==> src/rtl/wb_cmd_master.sv <==
// -----------------------------------------------------------------------------
// wb_cmd_master
//
// Wishbone classic-cycle initiator. Accepts one single-word command at a time
// over a valid/ready port, runs it as a Wishbone read or write cycle, and
// returns read data (or a timeout error) over a valid/ready response port.
// It also keeps a wrapping transaction counter and a saturating timeout
// counter for bring-up and debug.
//
// Parameters
//   TIMEOUT      bus cycles to wait for wbm_ack_i before aborting (1..65535)
//
// Ports
//   wb_clk_i     clock, all logic on the rising edge
//   wb_rst_ni    synchronous active-low reset
//   cmd_*        command request: valid/ready, we, adr, dat, sel
//   rsp_*        response: valid/ready, read data, timeout error flag
//   wbm_*        Wishbone initiator signals
//   txn_count_o  completed transactions (ack or timeout), wraps
//   err_count_o  timeouts, saturates at 0xFF
// -----------------------------------------------------------------------------
module wb_cmd_master #(
    parameter int unsigned TIMEOUT = 255
) (
    input  logic        wb_clk_i,
    input  logic        wb_rst_ni,

    input  logic        cmd_valid_i,
    output logic        cmd_ready_o,
    input  logic        cmd_we_i,
    input  logic [31:0] cmd_adr_i,
    input  logic [31:0] cmd_dat_i,
    input  logic [3:0]  cmd_sel_i,

    output logic        rsp_valid_o,
    input  logic        rsp_ready_i,
    output logic [31:0] rsp_dat_o,
    output logic        rsp_err_o,

    output logic        wbm_cyc_o,
    output logic        wbm_stb_o,
    output logic        wbm_we_o,
    output logic [3:0]  wbm_sel_o,
    output logic [31:0] wbm_adr_o,
    output logic [31:0] wbm_dat_o,
    input  logic [31:0] wbm_dat_i,
    input  logic        wbm_ack_i,

    output logic [15:0] txn_count_o,
    output logic [7:0]  err_count_o
);

    // The wait counter starts at 0 on the accept edge, so the abort fires on
    // the edge where it holds TIMEOUT-1: cyc/stb are then high TIMEOUT cycles.
    localparam logic [15:0] TO_LAST = 16'(TIMEOUT - 1);

    typedef enum logic [1:0] {
        ST_IDLE = 2'd0,
        ST_BUS  = 2'd1,
        ST_RESP = 2'd2
    } state_t;

    state_t      r_state;
    logic        r_cmd_ready;
    logic        r_cyc;
    logic        r_we;
    logic [3:0]  r_sel;
    logic [31:0] r_adr;
    logic [31:0] r_dat;
    logic        r_rsp_valid;
    logic [31:0] r_rsp_dat;
    logic        r_rsp_err;
    logic [15:0] r_wait_cnt;
    logic [15:0] r_txn_count;
    logic [7:0]  r_err_count;

    always_ff @(posedge wb_clk_i) begin
        if (!wb_rst_ni) begin
            r_state     <= ST_IDLE;
            r_cmd_ready <= 1'b0;
            r_cyc       <= 1'b0;
            r_we        <= 1'b0;
            r_sel       <= 4'h0;
            r_adr       <= 32'h0;
            r_dat       <= 32'h0;
            r_rsp_valid <= 1'b0;
            r_rsp_dat   <= 32'h0;
            r_rsp_err   <= 1'b0;
            r_wait_cnt  <= 16'h0;
            r_txn_count <= 16'h0;
            r_err_count <= 8'h0;
        end else begin
            case (r_state)
                ST_IDLE: begin
                    // Ready is registered, so the first edge out of reset only
                    // raises it; commands are taken from the following edge.
                    if (cmd_valid_i && r_cmd_ready) begin
                        r_we        <= cmd_we_i;
                        r_adr       <= cmd_adr_i;
                        r_dat       <= cmd_dat_i;
                        r_sel       <= cmd_sel_i;
                        r_cyc       <= 1'b1;
                        r_wait_cnt  <= 16'h0;
                        r_cmd_ready <= 1'b0;
                        r_state     <= ST_BUS;
                    end else begin
                        r_cmd_ready <= 1'b1;
                    end
                end

                ST_BUS: begin
                    // Ack is tested first so an ack on the timeout edge wins.
                    if (wbm_ack_i) begin
                        r_cyc       <= 1'b0;
                        r_rsp_dat   <= r_we ? 32'h0 : wbm_dat_i;
                        r_rsp_err   <= 1'b0;
                        r_rsp_valid <= 1'b1;
                        r_txn_count <= r_txn_count + 16'h1;
                        r_state     <= ST_RESP;
                    end else if (r_wait_cnt == TO_LAST) begin
                        r_cyc       <= 1'b0;
                        r_rsp_dat   <= 32'h0;
                        r_rsp_err   <= 1'b1;
                        r_rsp_valid <= 1'b1;
                        r_txn_count <= r_txn_count + 16'h1;
                        if (r_err_count != 8'hFF) begin
                            r_err_count <= r_err_count + 8'h1;
                        end
                        r_state     <= ST_RESP;
                    end else begin
                        r_wait_cnt  <= r_wait_cnt + 16'h1;
                    end
                end

                ST_RESP: begin
                    if (rsp_ready_i) begin
                        r_rsp_valid <= 1'b0;
                        r_cmd_ready <= 1'b1;
                        r_state     <= ST_IDLE;
                    end
                end

                default: begin
                    r_state     <= ST_IDLE;
                    r_cyc       <= 1'b0;
                    r_rsp_valid <= 1'b0;
                    r_cmd_ready <= 1'b0;
                end
            endcase
        end
    end

    assign cmd_ready_o = r_cmd_ready;
    assign rsp_valid_o = r_rsp_valid;
    assign rsp_dat_o   = r_rsp_dat;
    assign rsp_err_o   = r_rsp_err;
    // A single register drives both so cyc and stb can never disagree.
    assign wbm_cyc_o   = r_cyc;
    assign wbm_stb_o   = r_cyc;
    assign wbm_we_o    = r_we;
    assign wbm_sel_o   = r_sel;
    assign wbm_adr_o   = r_adr;
    assign wbm_dat_o   = r_dat;
    assign txn_count_o = r_txn_count;
    assign err_count_o = r_err_count;

endmodule
==> config.mk <==
export PLATFORM = sky130hd
export DESIGN_NAME = wb_cmd_master
export DESIGN_NICKNAME = d
export VERILOG_FILES = /design/src/rtl/wb_cmd_master.sv
export SDC_FILE = /design/constraint.sdc
export NUM_CORES = 1
export LEC_CHECK = 0
export CAP_MARGIN = 20
export CELL_PAD_IN_SITES_DETAIL_PLACEMENT = 0
export CELL_PAD_IN_SITES_GLOBAL_PLACEMENT = 1
export CORE_MARGIN = 4
export CORE_UTILIZATION = 32
export CTS_BUF_LIST = sky130_fd_sc_hd__clkbuf_4 sky130_fd_sc_hd__clkbuf_8
export DETAILED_ROUTE_END_ITERATION = 8
export HOLD_SLACK_MARGIN = 0.02
export PLACE_DENSITY = 0.84
export SKIP_LAST_GASP = 1
export SLEW_MARGIN = 15
export SYNTH_ARGS = -nofsm -noshare
export SYNTH_HDL_FRONTEND = slang
export SYNTH_SLANG_ARGS = --single-unit
==> constraint.sdc <==
create_clock -name wb_clk_i -period 2.2 [get_ports wb_clk_i]
set_input_delay 0.44 -clock wb_clk_i [delete_from_list [all_inputs] [get_ports wb_clk_i]]
set_output_delay 0.44 -clock wb_clk_i [all_outputs]
set_load 0.005 [all_outputs]
Word-level counts from Yosys, hierarchy flattened. Cells that the tools add are included.

Flip-flop bits (word level): 147.

Muxes and demuxes: 26. Add/subtract/negate cells: 3. Bitwise gates (word level): 4. Reductions and logical operators: 12. Eq/ne operators: 9.

Operators by type and width (number): $mux W32 (3); $mux W16 (5); $add A16 B1 Y16 const B (2); $pmux W16 S2 (1); $eq A16 B8 Y1 const B (1); $mux W1 (9); $pmux W1 S3 (3); $reduce_and A3 Y1 (3); $add A8 B1 Y8 const B (1); $mux W2 (4); $ne A2 B2 Y1 const B (4); $ne A8 B8 Y1 const B (1); $reduce_and A4 Y1 (2); $pmux W2 S3 (1); $reduce_and A2 Y1 (3); $not A1 Y1 (4); $reduce_bool A2 Y1 (2); $ne A3 B3 Y1 const B (1); $eq A2 B1 Y1 const B (1); $eq A2 B2 Y1 const B (1); $logic_not A2 Y1 (1); $logic_and A1 B1 Y1 (1).

Depth between registers and ports, before layout. Gate-level depths: netlist of the first run.

Word-level depth: 4. Gate-level depth with buffers: 9. Gate-level depth less buffers: 7.

Worst setup path after synthesis of the first run. OpenSTA, ideal clock, no wires.

Kind: flip-flop to flip-flop. From: register r_wait_cnt[0]. To: register r_rsp_dat[1] (netlist: rsp_dat_o[1]). Clock period less this slack: 1890 ps. Cell stages (with the launch flop): 10. Data required time: 2072 ps. Arrival: 1763 ps. Library setup time: 128 ps. Path slack: 310 ps. Cell sequence: dfxtp_1 > inv_1 > ha_1 > nor4b_4 > a41oi_4 > or2_1 > clkbuf_1 > buf_2 > a22oi_1 > nor2_1.

Cells in the longest elaborated chain, start to end: 3.

Ends and longest elaborated chain: start: declaration (line 73) `logic [15:0] r_wait_cnt;`; start signal: assignment (line 131) `r_wait_cnt <= r_wait_cnt + 16'h1;`; $eq A16 B8 Y1 (line 120) `end else if (r_wait_cnt == TO_LAST) begin`; $reduce_bool A2 Y1 (no line); $reduce_and A2 Y1 (no line); end signal: assignment (line 115) `r_rsp_dat <= r_we ? 32'h0 : wbm_dat_i;`; end: declaration (line 71) `logic [31:0] r_rsp_dat;`.

No other way between the ends. A chain may end at the register's enable or synchronous reset.

Worst setup path in the final report of the first run.
From: register r_wait_cnt[0]. To: register r_err_count[5] (netlist: err_count_o[5]).

Cells in the longest elaborated chain, start to end: 2.

Ends and longest elaborated chain: $eq A16 B8 Y1 (line 120); $reduce_and A4 Y1 (no line); end signal: assignment (line 127) `r_err_count <= r_err_count + 8'h1;`; end: declaration (line 75) `logic [7:0] r_err_count;`.

No other way between the ends.

==> summary.md, run 1 <==
| Metric | Value |
|---|---|
| Status | `complete, no violations` |
| First-pass GRT wire length | `27.0 mm` |
| Synth warn | `0` |
| Skew-Pair Late Insertion Delay | `0.45 ns` |
| Critical path startpoint | `r_wait_cnt[0]` |
| Critical path depth in cells | `7` |
| Max clock buf depth | `2` |
| Root Driver | `clkbuf_8` |
| Reg2reg start | `r_wait_cnt[0]` |
| CP endpoint kind | `register` |
| WS Path Type | `reg -> reg` |
| RD Place Congestion | `0.798` |
| CP peak stage delay | `0.45 ns` |
| FMAX | `502 MHz` |
| H-Tree Depth | `4` |
| Pin count of the biggest net entering global routing | `70` |
| Post-CTS Setup Bufs | `0` |
| Clock Sinks | `147` |
| CP delay by family, top | `simple AND/OR/NAND/NOR gates` |
| I/O Pins | `236` |
| Syn Inst Count | `670` |
| WP data required | `2.55 ns` |
| Post-route DRC | `0` |
| Wire per inst | `15.1 um` |
| Post-synth ARST share | `0` |
| P&R area growth vs syn | `54.3%` |
| # fillers | `1673` |
| CP Max Fanout | `10` |
| Max cap viols | `0` |
| DRT antenna net count | `0` |
| Port Buffers | `235` |
| FF+latch count, synth | `147` |
| Initial antenna violation count | `0` |
| Pwr Density | `630 nW/um^2` |
| RSZ-0062 raised after global routing | `no` |
| FF-to-FF End | `err_count_o[5]` |
| Ant diodes | `0` |
| Final nets | `1010` |
| Hold Path Class | `reg -> reg` |
| Initial Util | `0.328` |
| Main synth FF type | `dfxtp_1` |
| Reg2reg setup slack | `0.21 ns` |
| Post_cts resized | `0` |
| Syn_area_per_cell | `8.52 sq um` |
| CP Cell Sequence | `inv_1 -> ha_1 -> nor4b_4 -> nand4_4 -> nor4_2 -> nand3_1 -> mux2i_1` |
| Cts bufs inserted | `17` |
| CTS tree | `yes` |
| Via count | `5375` |
| Min cycle time layout | `1.99 ns` |
| Rel. slew slack | `0.745` |
| Final period utilization | `0.905` |
| Total power | `5.55 mW` |
| EDFF count, synth | `0` |
| Slew Limit Fails | `0` |
| CTS Hold Buffers Added | `0` |
| Total track usage | `0.168` |
| Max VDD drop | `0.350 mV` |
| Total gr overflow | `0` |
| Worst path slowest cell | `nor4_2` |
| Dpl hpwl | `12.0 mm` |
| Fin. Hold Viols | `0` |
| CP Launch Type | `register` |
| Layout cells sized above 1 | `0.0821` |
| Crit path buffers/inverters | `1` |
| Final Cell Area | `8810 sq um` |
| Synth Net Count | `780` |
| Vias/cell | `4.72` |
| Router iterations before antenna repair | `4` |
| Post-synthesis cell type count | `52` |
| Vias in the first global route | `5084` |
| Clock-pin slew on the worst setup and hold paths | `0.09 ns` |
| 1st-iter DRT viols | `271` |
| Die Ht | `142 um` |
| CP arrival | `2.34 ns` |
| Clock Skews | `0.0201 ns` |
| Seq/Total Area, Yosys | `0.516` |
| Die ar. | `20000 sq um` |
| Site row count | `48` |
| Worst slew pin tran | `0.380 ns` |
| Die Wd | `142 um` |
| Final setup fails | `0` |
| R2r worst-path depth | `7` |
| Post-DP Area | `8440 sq um` |
| Leakage | `3.00 nW` |
| Post-synthesis instance area | `5710 sq um` |
| Crit path to | `err_count_o[5]` |
| Placeable core area | `17400 sq um` |
| Core Util, Final | `0.506` |
| Final wirelength | `17.2 mm` |
sequential cells by signal, summed over array words and instances (netlist names):
| signal | flops |
|---|---|
| r_wait_cnt | 16 |
| wbm_adr_o | 32 |
| cmd_ready_o | 1 |
| wbm_cyc_o | 1 |
| rsp_err_o | 1 |
| err_count_o | 8 |
| rsp_dat_o | 32 |
| r_state | 2 |
| txn_count_o | 16 |
| wbm_sel_o | 4 |
| wbm_we_o | 1 |
| wbm_dat_o | 32 |
| rsp_valid_o | 1 |
synth_stat cells, drive strengths merged (2+ instances only):
library cell | n | area [sq um]
a211oi | 2 | 15.0
a21oi | 89 | 449
a22oi | 32 | 240
a41oi | 2 | 36.3
and3 | 3 | 18.8
and4 | 5 | 43.8
buf | 13 | 75.1
clkbuf | 35 | 131
dfxtp | 147 | 2940
ha | 4 | 50.1
inv | 7 | 26.3
mux2i | 3 | 30.0
nand2 | 157 | 589
nand2b | 3 | 26.3
nand3 | 15 | 75.1
nand4 | 8 | 65.1
nor2 | 61 | 229
nor3 | 8 | 40.0
nor3b | 2 | 20.0
nor4 | 9 | 83.8
nor4b | 4 | 62.6
o211a | 2 | 20.0
o21a | 2 | 15.0
o21ai | 11 | 55.1
o31ai | 3 | 22.5
or2 | 2 | 12.5
or3 | 9 | 56.3
or4 | 5 | 37.5
xnor2 | 18 | 158
cells in the final DEF (no fill, tap or decap), drive strengths merged, types with 5 or more instances in the layout:
cell type and count:
clkdlybuf4s50 235, nand2 157, dfxtp 147, a21oi 89, nor2 61, a22oi 32
buf 24, clkbuf 20, xnor2 18, nand3 15, o21ai 11, inv 11
or3 9, nor4 9, nor3 8, nand4 8, or4 5, clkinvlp 5
and4 5
power by group:
group          switching, mW  total (mW)  internal [mW]
registers             0.0509        2.80           2.75
clock network           1.12        1.99          0.871
logic                  0.315       0.756          0.441
worst register-to-register path, cell delays in order (launching register included):
cell and delay, ns:
dfxtp_1 0.31, inv_1 0.07, ha_1 0.18, nor4b_4 0.33, nand4_4 0.27, nor4_2 0.45, nand3_1 0.16, mux2i_1 0.13
worst min path at each step:
stage / startpoint / to / slack (ns) / cells past startpoint
floorplan: wbm_adr_o[0] / wbm_adr_o[0] / 0.45 / 2
global placement: wbm_dat_o[15] / wbm_dat_o[15] / 0.44 / 2
detailed placement: wbm_adr_o[26] / wbm_adr_o[26] / 0.45 / 2
CTS: wbm_adr_o[26] / wbm_adr_o[26] / 0.46 / 2
global route: wbm_sel_o[3] / wbm_sel_o[3] / 0.48 / 2
finish: wbm_adr_o[26] / wbm_adr_o[26] / 0.45 / 2
layout make-up:
class,count,area [sq um],share of cell area
sequential,147,2940,0.334
timing repair buffer,259,2630,0.299
multi-input combinational,468,2560,0.290
tap,225,282,0.0320
clock buffer,20,269,0.0305
clock inverter,12,98.8,0.0112
inverter,7,28.8,0.00327
cell families after synthesis:
logic type,count (synthesis),synth area share
AO/OA/AOI/OAI,146,0.155
XOR/XNOR,19,0.0292
adder cells (fa/ha/maj),4,0.00877
buffers and inverters,55,0.0408
flip-flops,147,0.516
multiplexers,3,0.00526
AND/OR/NAND/NOR,296,0.246
routing by layer:
metal,GRT usage,vias to the layer above,share of wire
li1,-,2756,-
met1,0.206,2456,0.42
met2,0.271,144,0.49
met3,0.0701,19,0.075
met4,0.0485,0,0.016
met5,0,-,0
through the flow:
step	TNS (ns)	hold slack [ns]	setup WS [ns]	instances
after floorplan	0	0.453	0.310	670
after global placement	-0.0172	0.440	-0.0172	1106
after detailed placement	-0.0311	0.446	-0.0198	1106
after CTS	0	0.456	0.122	1138
after global routing	0	0.476	0.00775	1138
final	0	0.454	0.210	1138
Power figures use the tool's default switching activity.
==> run 2, diff against run 1 <==
Settings changed: REMOVE_ABC_BUFFERS from default to 1, SKIP_CTS_REPAIR_TIMING from default to 1.
==> summary.md, run 2 (same netlist as run 1, synthesis figures left out) <==
| Metric | Value |
|---|---|
| Worst path slowest cell | `nor4_1` |
| P&R area growth vs syn | `55.4%` |
| Site row count | `48` |
| Wire per inst | `15.0 um` |
| CP Cell Sequence | `inv_1 -> ha_1 -> nor4b_4 -> nand4_4 -> buf_4 -> nor4_1 -> nand3b_1 -> o211a_1` |
| I/O Pins | `236` |
| Root Driver | `clkbuf_8` |
| Die Ht | `142 um` |
| Vias in the first global route | `5328` |
| WS Path Type | `reg -> reg` |
| Via count | `5510` |
| Fin. Hold Viols | `0` |
| Post-DP Area | `8430 sq um` |
| Area of the multi-input gates | `2580 sq um` |
| Clock Sinks | `147` |
| Total gr overflow | `0` |
| Flop pwr share | `0.486` |
| Post-route DRC | `0` |
| Initial Util | `0.328` |
| Leakage | `3.04 nW` |
| Most frequent cells in the layout | `235 x clkdlybuf4s50_1, 157 x nand2_1, 147 x dfxtp_1` |
| # fillers | `1662` |
| Initial antenna violation count | `0` |
| Sw Ratio | `0.243` |
| Pin count of the biggest net entering global routing | `70` |
| Hold_ws | `0.453 ns` |
| CP arrival | `2.38 ns` |
| Psw | `1.40 mW` |
| Final nets | `1012` |
| Max VDD drop | `0.336 mV` |
| Vias/cell | `4.83` |
| Hold Path Class | `reg -> reg` |
| Total track usage | `0.168` |
| RSZ-0062 raised after global routing | `yes` |
| Die Wd | `142 um` |
| Max cap viols | `0` |
| CTS tree | `yes` |
| Final wirelength | `17.1 mm` |
| Crit path buffers/inverters | `2` |
| Most common cell after layout, fill and taps aside | `clkdlybuf4s50_1` |
| CP Launch Type | `register` |
| Internal power | `4.36 mW` |
| 1st-iter DRT viols | `260` |
| DRT antenna net count | `0` |
| CP Max Fanout | `6` |
| Clock-pin slew on the worst setup and hold paths | `0.08 ns` |
| Max clock buf depth | `2` |
| CP delay by family, top | `simple AND/OR/NAND/NOR gates` |
| Placeable core area | `17400 sq um` |
| Clock Skews | `0.0177 ns` |
| Slew Limit Fails | `0` |
| Cts bufs inserted | `17` |
| Worst slew pin tran | `0.409 ns` |
| Layout cells sized above 1 | `0.0852` |
| Dpl hpwl | `12.0 mm` |
| WP data required | `2.54 ns` |
| Skew-Pair Late Insertion Delay | `0.45 ns` |
| Status | `complete, no violations` |
| Core Util, Final | `0.509` |
| Port Buffers | `235` |
| CP endpoint kind | `register` |
| Die ar. | `20000 sq um` |
| Setup Total Neg Slack | `0 ns` |
| Final Cell Area | `8870 sq um` |
| RD Place Congestion | `0.761` |
| H-Tree Depth | `4` |
| CP peak stage delay | `0.40 ns` |
| Clock Power Share | `0.385` |
| Logic gate share of total power | `0.128` |
| Final setup fails | `0` |
| First-pass GRT wire length | `27.1 mm` |
| FF/Latch Area | `2940 sq um` |
| Ant diodes | `0` |
| Final period utilization | `0.928` |
| Rel. slew slack | `0.725` |
| Min cycle time layout | `2.04 ns` |
| Router iterations before antenna repair | `4` |
| Pwr Density | `650 nW/um^2` |
| FMAX | `490 MHz` |
## run 2: path summary, 6_finish.rpt
path | from | cells past startpoint | slack (ns) | endpoint
setup / recovery | r_wait_cnt[0] | 8 | 0.16 | err_count_o[6]
hold / removal | wbm_dat_o[0] | 2 | 0.45 | wbm_dat_o[0]
setup reg to reg | r_wait_cnt[0] | 8 | 0.16 | err_count_o[6]
hold reg to reg | wbm_dat_o[0] | 2 | 0.45 | wbm_dat_o[0]
## run 2: per-stage QoR
| stage | power [mW] | cells | worst slack [ns] |
|---|---|---|---|
| after detailed placement | 3.61 | 1108 | -0.0961 |
| after floorplan | 3.09 | 622 | -0.959 |
| final | 5.76 | 1140 | 0.158 |
| after global placement | 3.61 | 1108 | -0.00929 |
| after global routing | 6.05 | 1140 | -0.0940 |
| after CTS | 5.86 | 1140 | 0.0757 |
## run 2: power by group through the flow
stage / combinational (mW) / sequential, mW / clock (mW)
floorplan: 0.223 / 2.87 / 0
finish: 0.740 / 2.80 / 2.22
detailed placement: 0.747 / 2.87 / 0
global placement: 0.744 / 2.86 / 0
CTS: 0.750 / 2.80 / 2.30
global route: 0.808 / 2.82 / 2.42
## run 2: worst reg2reg max path, cell delays in order, from the launching register on
cell	delay (ns)
dfxtp_1	0.31
inv_1	0.08
ha_1	0.19
nor4b_4	0.28
nand4_4	0.21
buf_4	0.21
nor4_1	0.40
nand3b_1	0.12
o211a_1	0.14
## run 2: final cells by class
cell class | count | area share
Sequential cell | 147 | 0.332
Timing Repair Buffer | 261 | 0.296
Multi-Input combinational cell | 468 | 0.291
Tap cell | 225 | 0.0317
Clock buffer | 20 | 0.0296
Clock inverter | 12 | 0.0175
Inverter | 7 | 0.00324
## run 2: per-layer routing
layer  routed length, um  vias to the layer above  share of wire  track usage
li1                    -                     2748              -            -
met1                7340                     2556           0.43        0.206
met2                7960                      183           0.46        0.268
met3                1420                       23          0.083       0.0671
met4                 399                        0          0.023       0.0621
met5                   0                        -              0            0
==> patch, RTL diff (config.mk and constraints of run 1) <==
Encoding of `state_t`: now one-hot (3 bits for 3 states).
--- a/src/rtl/wb_cmd_master.sv
+++ b/src/rtl/wb_cmd_master.sv
@@ -54,10 +54,10 @@
     // the edge where it holds TIMEOUT-1: cyc/stb are then high TIMEOUT cycles.
     localparam logic [15:0] TO_LAST = 16'(TIMEOUT - 1);
 
-    typedef enum logic [1:0] {
-        ST_IDLE = 2'd0,
-        ST_BUS  = 2'd1,
-        ST_RESP = 2'd2
+    typedef enum logic [2:0] {
+        ST_IDLE = 3'b001,
+        ST_BUS  = 3'b010,
+        ST_RESP = 3'b100
     } state_t;
 
     state_t      r_state;
Function: no difference found for any inputs over 4 cycles, from zero or initial values and one cycle with wb_rst_ni low; so few cycles prove little.
==> patch against run 1 <==
Synthesized area down 1.8%; global-route usage shrank 0.43 points; maximum frequency down 8.0%; synthesized cell count decreased by 5.1%; sequential cell count up 1; worst setup slack worse by 0.17 ns; non-clock buffer count grew 6; wire length fell by 3.5%; total power up 3.5%; die area is 1.7% lower; via count fell by 3.3%; cell area down 0.24%; critical path type unchanged.
==> patch: results (changes against run 1) <==
gr usage total=16.3% (-0.43 points); Final nets=987 (-2.3%); register area share after synthesis=52.9% (+1.3 points); Pint=4280 µW (+5.3%); Clock Tree Root=clkbuf_8; Ys Warns=0 (unchanged); reg2reg path depth=6 (-1); first-pass GRT wire length=26,200 µm (-3.0%); vias=5,199 (-3.3%); Critical Path Sink=err_count_o[3]$_SDFFE_PN0P_; routability cong.=0.779 (-2.3%); layout cell share with drive strength beyond 1=8.88% (+0.66 points); Reg2Reg Setup Slack=0.04 ns (-0.17 ns); initial drt markers=197 (-27%); DP Wirelength=11,500 µm (-3.9%); HP Start=rsp_valid_o$_SDFFE_PN0P_; dominant synthesized flop cell=dfxtp_1; DR WL/cell=14.8 µm (-1.6%); worst vdd ir=0.434 mV (+24%); Worst Hold Class=reg2reg; antenna violations before repair=1 (+1); largest net degree at the start of global routing=93 (+33%); most frequent cells after synthesis=nand2_1 (157), dfxtp_1 (148), a21oi_1 (81); H-Tree Depth=4 (unchanged); hold endpoint=rsp_valid_o$_SDFFE_PN0P_; Max Fanout on Critical Path=6 (-4); vias in the first global route=5,035 (-0.96%); overall power=5740 µW (+3.5%); Comb power=767 µW (+1%); CTS max path bufs=2 (unchanged); worst hold slack=0.453 ns (-0.00116 ns); TritonRoute pass-1 iters=4 (unchanged); Layout fillers=1,642 (-1.9%); Slowest cell on crit path=or4_1; Worst Path Arrival=2.50 ns (+0.16 ns); top post-synthesis cells by area=dfxtp_1 (53%), nand2_1 (11%), a21oi_1 (7.2%); P_seq=2830 µW; synth unique cells=46 (-12%); Worst Skew=0.0114 ns (-0.00873 ns); Largest stage delay, worst path=0.59 ns (+0.14 ns); Worst-Margin Slew=0.475 ns (+0.0956 ns); CP startpoint=r_wait_cnt[10]$_SDFFE_PN0P_; CTS Buf Count=17 (unchanged); status=complete, no violations; syn nets=746 (-4.4%); static leakage=0.00312 µW (+3.9%)
[patch: cell count changes after synthesis, sizes merged, moves of 4 or more]
cell	before	now
a21oi	89	81
nand2b	3	7
xor2	1	17
nor2	61	37
a22oi	32	0
buf	13	9
a22o	0	32
nor4	9	3
xnor2	18	8
and2	0	4
nand3	15	8
o211ai	0	4
[patch: routing by layer]
layer  global-route usage [%]  share of wire [%]  vias up  wire, µm
li1                         -                  -     2665         -
met1                     20.3                 45     2346      7520
met2                     26.9                 46      173      7640
met3                     5.46                7.0       15      1150
met4                     5.00                1.5        0       244
met5                        0                  0        -         0
[patch: per-stage QoR]
stage / setup WS (ns) / TNS [ns] / std cells / instance area [µm²]
floorplan: 0.0177 / 0 / 636 / 5610
global placement: -0.454 / -6.39 / 1079 / 8320
detailed placement: -0.458 / -6.55 / 1079 / 8320
CTS: 0.0360 / 0 / 1113 / 8730
global route: -0.0736 / -0.282 / 1116 / 8790
finish: 0.0358 / 0 / 1116 / 8790
[patch: cell families (layout without fill, tap and decap cells)]
group	count (synthesis)	after routing	share of synthesized area, %
mux	6	6	1.07
xor+xnor	25	25	3.91
compound gates	140	140	15.7
simple gates	264	264	21.7
other cells	0	1	0
flops	148	148	52.9
fa+ha+maj	4	4	0.893
buf+inv	49	303	3.91
[patch: timing repair]
action | in CTS | in global routing
setup buffers | 2 | 1
setup endpoints to repair | 6 | 34
pin swaps | 1 | 1
endpoints found under the hold margin | 0 | 0
resized for setup | 0 | 6
cloned | 0 | 1
[patch: layout make-up]
type	count	area, µm²	share of cell area (%)
flip-flops and latches	148	2960	33.7
repair buffers	265	2660	30.2
multi-input cells	439	2460	28.0
well taps	225	282	3.20
clock buffers	19	255	2.90
clock inverters	13	149	1.69
inverters	6	22.5	0.256
diodes	1	2.50	0.0285
